==> src/rtl/spi_pkg.sv <==
// Shared types and helpers for the SPI bit-reversal stream slave.
package spi_pkg;

    typedef enum logic {
        IDLE   = 1'b0,
        ACTIVE = 1'b1
    } state_e;

    localparam bit EDGE_RISE = 1'b0;
    localparam bit EDGE_FALL = 1'b1;

    // Sample edge is the rising edge exactly when CPOL and CPHA agree.
    function automatic bit sample_edge(input bit cpol, input bit cpha);
        return (cpol ^ cpha) ? EDGE_FALL : EDGE_RISE;
    endfunction

    function automatic logic [31:0] bitrev(input logic [31:0] v, input int w);
        logic [31:0] r;
        r = '0;
        for (int i = 0; i < 32; i++) begin
            if (i < w) r[w-1-i] = v[i];
        end
        return r;
    endfunction

endpackage

==> src/rtl/spi_sync_edge.sv <==
// Multi-flop synchroniser with a history flop for rise/fall detection.
module spi_sync_edge #(
    parameter int STAGES  = 2,
    parameter bit RST_VAL = 1'b0
) (
    input  logic clock,
    input  logic resetn,
    input  logic din,
    output logic rise,
    output logic fall
);

    logic [STAGES-1:0] sync_q, sync_d;
    logic              hist_q, hist_d;

    always_comb begin
        sync_d = {sync_q[STAGES-2:0], din};
        hist_d = sync_q[STAGES-1];
    end

    always_ff @(posedge clock or negedge resetn) begin
        if (!resetn) begin
            sync_q <= {STAGES{RST_VAL}};
            hist_q <= RST_VAL;
        end else begin
            sync_q <= sync_d;
            hist_q <= hist_d;
        end
    end

    assign rise = sync_q[STAGES-1] & ~hist_q;
    assign fall = ~sync_q[STAGES-1] & hist_q;

endmodule

==> src/rtl/spi_bitrev_stream.sv <==
// SPI slave returning each received word bit-reversed during the next word.
module spi_bitrev_stream
    import spi_pkg::*;
#(
    parameter int DATA_W      = 8,
    parameter bit CPOL        = 1'b0,
    parameter bit CPHA        = 1'b0,
    parameter int SYNC_STAGES = 2,
    parameter int CNT_W       = 16
) (
    input  logic              clock,
    input  logic              resetn,
    input  logic              sck,
    input  logic              ss,
    input  logic              mosi,
    output logic              miso,
    output logic              word_valid,
    output logic [DATA_W-1:0] word_data,
    output logic [CNT_W-1:0]  word_count,
    output logic              frame_err
);

    localparam int BW = (DATA_W > 2) ? $clog2(DATA_W) : 1;
    localparam bit SAMPLE_SEL = sample_edge(CPOL, CPHA);
    localparam logic [BW-1:0] LAST_BIT = BW'(DATA_W - 1);

    logic sck_rise, sck_fall, ss_rise, ss_fall;
    logic sample_ev, shift_ev, mosi_s;

    spi_sync_edge #(.STAGES(SYNC_STAGES), .RST_VAL(CPOL)) u_sck (
        .clock (clock),
        .resetn(resetn),
        .din   (sck),
        .rise  (sck_rise),
        .fall  (sck_fall)
    );

    spi_sync_edge #(.STAGES(SYNC_STAGES), .RST_VAL(1'b1)) u_ss (
        .clock (clock),
        .resetn(resetn),
        .din   (ss),
        .rise  (ss_rise),
        .fall  (ss_fall)
    );

    logic [SYNC_STAGES-1:0] mosi_sync_q, mosi_sync_d;

    assign mosi_sync_d = {mosi_sync_q[SYNC_STAGES-2:0], mosi};
    assign mosi_s      = mosi_sync_q[SYNC_STAGES-1];
    assign sample_ev   = (SAMPLE_SEL == EDGE_FALL) ? sck_fall : sck_rise;
    assign shift_ev    = (SAMPLE_SEL == EDGE_FALL) ? sck_rise : sck_fall;

    state_e              state_q, state_d;
    logic [BW-1:0]       bit_cnt_q, bit_cnt_d;
    logic [DATA_W-1:1]   rx_shift_q, rx_shift_d;
    logic [DATA_W-1:0]   tx_shift_q, tx_shift_d;
    logic [DATA_W-1:0]   tx_word_q, tx_word_d;
    logic                load_q, load_d;
    logic                miso_q, miso_d;
    logic                word_valid_q, word_valid_d;
    logic [DATA_W-1:0]   word_data_q, word_data_d;
    logic [CNT_W-1:0]    word_count_q, word_count_d;
    logic                frame_err_q, frame_err_d;
    logic [DATA_W-1:0]   rx_word;

    assign rx_word = {mosi_s, rx_shift_q};

    always_comb begin
        state_d      = state_q;
        bit_cnt_d    = bit_cnt_q;
        rx_shift_d   = rx_shift_q;
        tx_shift_d   = tx_shift_q;
        tx_word_d    = tx_word_q;
        load_d       = load_q;
        miso_d       = miso_q;
        word_valid_d = 1'b0;
        word_data_d  = word_data_q;
        word_count_d = word_count_q;
        frame_err_d  = 1'b0;
        unique case (state_q)
            IDLE: begin
                miso_d    = 1'b1;
                bit_cnt_d = '0;
                if (ss_fall) begin
                    state_d    = ACTIVE;
                    tx_shift_d = '1;
                    load_d     = 1'b0;
                end
            end
            ACTIVE: begin
                // ss release takes priority over any coincident sck edge
                if (ss_rise) begin
                    state_d     = IDLE;
                    miso_d      = 1'b1;
                    load_d      = 1'b0;
                    bit_cnt_d   = '0;
                    frame_err_d = (bit_cnt_q != '0);
                end else if (sample_ev) begin
                    rx_shift_d = rx_word[DATA_W-1:1];
                    if (bit_cnt_q == LAST_BIT) begin
                        bit_cnt_d    = '0;
                        word_data_d  = rx_word;
                        word_valid_d = 1'b1;
                        word_count_d = word_count_q + 1'b1;
                        tx_word_d    = rx_word;
                        load_d       = 1'b1;
                    end else begin
                        bit_cnt_d = bit_cnt_q + 1'b1;
                    end
                end else if (shift_ev) begin
                    if (load_q) begin
                        miso_d     = tx_word_q[DATA_W-1];
                        tx_shift_d = {tx_word_q[DATA_W-2:0], 1'b0};
                        load_d     = 1'b0;
                    end else begin
                        miso_d     = tx_shift_q[DATA_W-1];
                        tx_shift_d = {tx_shift_q[DATA_W-2:0], 1'b1};
                    end
                end
            end
            default: state_d = IDLE;
        endcase
    end

    always_ff @(posedge clock or negedge resetn) begin
        if (!resetn) begin
            mosi_sync_q  <= '0;
            state_q      <= IDLE;
            bit_cnt_q    <= '0;
            rx_shift_q   <= '0;
            tx_shift_q   <= '0;
            tx_word_q    <= '0;
            load_q       <= 1'b0;
            miso_q       <= 1'b1;
            word_valid_q <= 1'b0;
            word_data_q  <= '0;
            word_count_q <= '0;
            frame_err_q  <= 1'b0;
        end else begin
            mosi_sync_q  <= mosi_sync_d;
            state_q      <= state_d;
            bit_cnt_q    <= bit_cnt_d;
            rx_shift_q   <= rx_shift_d;
            tx_shift_q   <= tx_shift_d;
            tx_word_q    <= tx_word_d;
            load_q       <= load_d;
            miso_q       <= miso_d;
            word_valid_q <= word_valid_d;
            word_data_q  <= word_data_d;
            word_count_q <= word_count_d;
            frame_err_q  <= frame_err_d;
        end
    end

    assign miso       = miso_q;
    assign word_valid = word_valid_q;
    assign word_data  = word_data_q;
    assign word_count = word_count_q;
    assign frame_err  = frame_err_q;

endmodule

==> config.mk <==
export PLATFORM = sky130hd
export DESIGN_NAME = spi_bitrev_stream
export DESIGN_NICKNAME = d
export VERILOG_FILES = /design/src/rtl/spi_pkg.sv /design/src/rtl/spi_sync_edge.sv /design/src/rtl/spi_bitrev_stream.sv
export SDC_FILE = /design/constraint.sdc
export NUM_CORES = 1
export LEC_CHECK = 0
export BUFFER_PORTS_ARGS = -buffer_cell sky130_fd_sc_hd__buf_4
export CORE_UTILIZATION = 45
export DETAILED_ROUTE_END_ITERATION = 7
export GPL_TIMING_DRIVEN = 0
export PLACE_DENSITY_LB_ADDON = 0.08
export RECOVER_POWER = 100
export SYNTH_ARGS = -nofsm -noshare
export SYNTH_HDL_FRONTEND = slang
export SYNTH_SLANG_ARGS = --single-unit
==> constraint.sdc <==
create_clock -name clock -period 4.2 [get_ports clock]
set_input_delay 1.26 -clock clock [delete_from_list [all_inputs] [get_ports clock]]
set_output_delay 1.26 -clock clock [all_outputs]
set_load 0.02 [all_outputs]
Word-level counts from Yosys, hierarchy flattened
Cells that the tools add are included.

Word-level logic and storage cells: 73. Input port bits: 5. Output and inout port bits: 27. Register bits after elaboration: 55.

Mux-type cells: 30. Bitwise logic cells: 10. Equality and inequality tests: 10. Reductions and logical operators: 6. $add $sub $neg: 2.

Operators with widths (number): 8-bit 2-to-1 mux (5); 1-bit 2-to-1 mux (17); 16-bit by 1-bit adder with 16-bit output, second input constant (1); 8-bit one-hot mux with 2 select lines (1); 3-bit 2-to-1 mux (3); 3-bit inequality test, second input constant (3); 2-bit inequality test, second input constant (4); 4-bit AND reduction (2); 1-bit NOT (6); 1-bit one-hot mux with 2 select lines (3); 3-bit one-hot mux with 2 select lines (1); 3-bit AND reduction (2); 1-bit bitwise AND (4); 4-bit by 3-bit inequality test with 1-bit output, second input constant (1); 4-bit inequality test, second input constant (1); 3-bit by 1-bit adder with 3-bit output, second input constant (1); 3-bit equality test, second input constant (1); 3-bit nonzero test (1); 2-bit AND reduction (1).

Depth between registers and ports, before layout
Depth in word-level cells: 6. Depth in mapped cells: 7. Depth with buffers taken out: 6.

Cells and area by module
From an unflattened synthesis, not the netlist that was laid out.

Cell total of the unflattened synthesis: 195. Area, all modules: 2265.9 µm².

By module, submodules not included: spi_bitrev_stream (area each 2082.0 µm², times used 1, cells each 185, sequential area each 1227.4 µm²); spi_sync_edge at u_ss (area each 93.8 µm², times used 1, cells each 5, sequential area each 78.8 µm²); spi_sync_edge at u_sck (area each 90.1 µm², times used 1, cells each 5, sequential area each 75.1 µm²).

Least setup slack after synthesis
Ideal clock, no wire load.

Path kind: register to output. Start point: register miso_q, in the netlist miso. End point: output port miso. Data required time: 2.940 ns. Arrival time: 0.563 ns. Path buffers: 0. Slack: 2.377 ns. Cell stages (with the launch flop): 1. Cell sequence: dfstp_2.

RTL lines: start, declared (line spi_bitrev_stream.sv:59) `logic miso_q, miso_d;`; start signal, assigned (line spi_bitrev_stream.sv:147) `miso_q <= miso_d;`; end, declared (line spi_bitrev_stream.sv:16) `output logic miso,`.

No word-level cell between the ends.

Worst setup path in the final report
Start point: register word_count_q[2], in the netlist word_count[2]. End point: output port word_count[2].

RTL lines: start, declared (line spi_bitrev_stream.sv:62) `logic [CNT_W-1:0] word_count_q, word_count_d;`; start signal, assigned (line spi_bitrev_stream.sv:150) `word_count_q <= word_count_d;`; end, declared (line spi_bitrev_stream.sv:19) `output logic [CNT_W-1:0] word_count,`.

No word-level cell between the ends.

==> flow_results.org <==
** Run status
- The flow ran to the end, and the final reports show no timing, DRC or antenna violations.

** Global route
- Across every metal layer, demand over resource in global routing totals 16.19%.
- The number of global-route vias before repair is roughly 1.4k.
- The number of antenna violations at the first check in global routing is 0.
- The total overflow left after global routing is 0.
- The first global-routing pass estimated between 6 and 7 mm of wire.
- Pin count of the biggest net entering global routing :: between 50 and 60

** Routing
- In the final routing, the length of wire on met1 measures between 1.5 and 2 mm.
- Drt first-iter violations :: 58
- After detailed routing, the number of vias per cell comes to between 4 and 5.
- Summed over all nets, wire length on met3 after detailed routing comes to 99 um.
- After detailed routing, the average wire length per cell comes to 12.54 um.
- The detail route stage leaves a number of antenna-violating nets equal to 0.
- Remaining routing DRC violations :: 0
- Wires add up to 3.962 mm.
- Uppermost metal layer occupied by signal nets :: met4
- In the detailed route, the total length drawn on met2 is 1.837 mm.
- Total iterations of the first detailed-routing run :: 4
- For this block, the via count after detailed routing is between 1.5k and 2k.

** Finish
- Antenna cells :: 0
- Share of post-route cells with drive strength above 1 :: ~14%
- The net count of the finished layout is between 200 and 300.
- Layout Area Growth over Synthesis :: 11.99%

** Clock tree
- After clock tree synthesis, the flow added hold-fix buffers numbering 0.
- The number of setup buffers added after CTS is 0.
- The cell sitting at the root of the clock tree is a clkbuf_8.
- CTS resizes :: 0
- Clock-pin slew was measured on the worst setup and hold paths at about 90 ps.
- The clock drives 55 sinks.
- H-tree Lvls :: 2
- The number of clock buffers added by TritonCTS is 5.
- TritonCTS built the clock tree.
- Number of buffers between clock root and the deepest sink :: 2
- At the later pin of the worst-skew pair, clock insertion delay measures approximately 300 ps.

** Synthesis
- By area the synthesized netlist is led by dfrtp_1 (54%), mux2_2 (7.1%), nand2_1 (6.6%).
- Of all cell types, the one taking the most synthesized area is dfrtp_1.
- Synthesis produced between 200 and 250 cells.
- Mean cell area of the mapped netlist :: 11.44 sq um
- The cell area that synthesis handed to floorplanning was 2379 sq um.
- Counting flops and latches in the post-synthesis netlist gives 55.
- Count of unique library cells instantiated by Yosys :: 33
- Synthesis Warnings :: 0
- When the netlist entered floorplanning its net count stood at 218.
- Summing the sequential cell areas from Yosys gives between 50% and 60% of the chip area.
- Share of the synthesized area in the top cell type :: a little over half

** Placed design
- Gp weighted congestion :: ~0.73
- Detailed placer's ending HPWL :: ~2.8 mm
- Quantity of I/O buffers inserted on ports :: 31

** Power and ir drop
- The clock network is responsible for 30.1% of the overall power.
- Worst-case vdd ir drop :: roughly 0.25 mV
- Power spread over the standard cell area amounts to 358.5 nW/um^2.
- Power Internal :: about 0.73 mW
- Registers are responsible for 61.9% of the overall power.
- The share of total power dissipated in combinational logic is 8.0%.
- Leakage Power :: 1.199 nW
- Total chip power :: about 0.96 mW
- For this design the total switching power over the nets is ~0.22 mW.
- Net switching is 23.04% of the power.

** Worst setup path
- Delay-heaviest family, CP :: flip-flops
- Worst endpoint required time :: a little under 3000 ps
- Flop-to-flop setup slack :: approximately 2300 ps
- The worst setup path is of the register to output pin kind.
- Along the worst path, the maximum fanout reaches 5.
- The worst setup path is captured at an output pin.
- Worst reg2reg endpoint :: tx_shift_q[1]
- Startpoint of the worst register-to-register path :: state_q
- The critical path goes through clkbuf_1.
- The largest single stage delay on the critical path is 450 ps.
- STA classifies the critical path startpoint as a register.
- CP arrival :: 1000 ps
- Together, buffers and inverters on the worst path number 1.
- For this design, the slowest cell found on the critical path is dfrtp_1.
- Counting cells, the worst reg-to-reg path comes to 5.

** Hold path
- The worst hold path passes through 0 cells.
- Endpoint of the worst hold-timing path :: mosi_sync_q[1]
- In this run the worst hold path is classified as register to register.
- The startpoint identified for the worst hold timing path is mosi_sync_q[0].

** STA
- In the final timing run, aggregate negative setup slack is 0 ps.
- Headroom to the max-slew limit :: roughly 11%
- F_max :: roughly 0.44 GHz
- Minimum hold slack :: roughly 360 ps
- Worst slew pin tran :: ~1300 ps
- Clock period minus final worst setup slack :: roughly 2300 ps
- Setup repair after global routing left no endpoint under its margin.
- Number of hold-slack violations in the final timing report :: 0
- The final number of max-transition violations is 0.
- Setup violations remaining at the end of the flow were counted as 0.
- Dividing the final minimum period by the clock period gives between 50% and 60%.
- For the final database, setup skew stands at approximately 3.8 ps.

** Floorplanning
- Overall die width :: 74.70 um
- For this configuration, the core starts out at a cell density of 46.57%.
- The total area inside the core boundary comes to between 5000 and 6000 sq um.
- Total die area :: between 5000 and 6000 sq um
- In this run the vertical extent of the chip is about 75 um.
- The floorplan has 26 rows.
- IO Pins :: 32

** Job
- Across the run, the number of max-cap violations was 0.
## placed cells by master (no fill, tap or decap), drive strengths merged, types with 4 or more instances in the layout
cell type / Yosys / final
dfrtp: 51 / 51
nand2: 42 / 42
clkbuf: 2 / 41
mux2: 15 / 15
nor2: 13 / 13
mux2i: 10 / 10
inv: 8 / 8
xnor2: 8 / 8
xor2: 7 / 7
nand3: 6 / 6
nand4: 5 / 5
nor3: 5 / 5
ha: 5 / 5
o21ai: 4 / 4
dfstp: 4 / 4
## stage by stage
step	util, %	setup WS, ps	instances	instance area [sq um]
2_1_floorplan	-	2377	208	2379
3_3_place_gp	52.84	2299	309	2699
3_5_place_dp	52.84	2291	309	2699
4_1_cts	54.56	1951	316	2786
5_1_grt	52.16	1845	316	2664
6_report	52.16	1936	316	2664
## power by group through the flow
stage               Clock [mW]  Combinational, mW  Sequential, mW
global placement             0             0.0798           0.601
global route             0.321             0.0866           0.597
detailed placement           0             0.0815           0.602
floorplan                    0             0.0543           0.597
finish                   0.287             0.0769           0.591
CTS                      0.303             0.0812           0.592
## final cells by class
class / instances / area (sq um)
Tap cell: 70 / 87.58
Timing Repair Buffer: 31 / 132.6
Multi-Input combinational cell: 138 / 909.6
Buffer: 7 / 35.03
Inverter: 8 / 30.03
Sequential cell: 55 / 1381
Clock inverter: 1 / 5.005
Clock buffer: 6 / 82.58
Fill cell: 493 / 2444
## kinds of logic after synthesis
| kind of cell | share of synthesized area [%] |
|---|---|
| simple gates | 16.47 |
| flops | 58.07 |
| mux | 11.31 |
| xor+xnor | 5.839 |
| buf+inv | 2.893 |
| compound gates | 2.788 |
| fa+ha+maj | 2.630 |
## flip-flops by register name, summed over array words and instances, names as in the netlist, 2 cells and up
name / count
word_count: 16
tx_shift_q: 8
word_data: 8
rx_shift_q: 7
bit_cnt_q: 3
mosi_sync_q: 2
u_sck.sync_q: 2
u_ss.sync_q: 2
## metal layers
metal  global-route usage (%)  vias up
met1                    23.23      774
met5                        0        -
met2                    23.92       21
met3                    4.150        5
met4                    5.660        0
li1                         -      762
## how the worst max path moves through the flow
stage	from	end	slack [ps]	cells after the start
after detailed placement	miso	miso	2290	1
final	word_count[2]	word_count[2]	1940	1
after global routing	word_count[2]	word_count[2]	1840	1
after CTS	miso	miso	1950	1
after floorplan	miso	miso	2380	0
after global placement	miso	miso	2300	1
## synth_stat cells
cell type  count
dfrtp_1       51
nand2_1       42
mux2_2        15
nor2_1        13
mux2i_1       10
inv_1          8
xnor2_1        7
xor2_1         7
nand3_1        6
ha_1           5
nor3_1         5
buf_2          4
dfstp_2        4
nand4_1        4
o21ai_0        4
a21oi_1        3
and3_1         3
clkbuf_1       2
a21boi_1       1
a31oi_1        1
and2b_1        1
buf_6          1
nand2b_1       1
nand2b_2       1
nand4_4        1
nor2b_1        1
nor2b_2        1
nor3b_1        1
o22a_1         1
o31a_1         1
or2_2          1
or4b_4         1
xnor2_2        1
(Power assumes the default switching activity.)
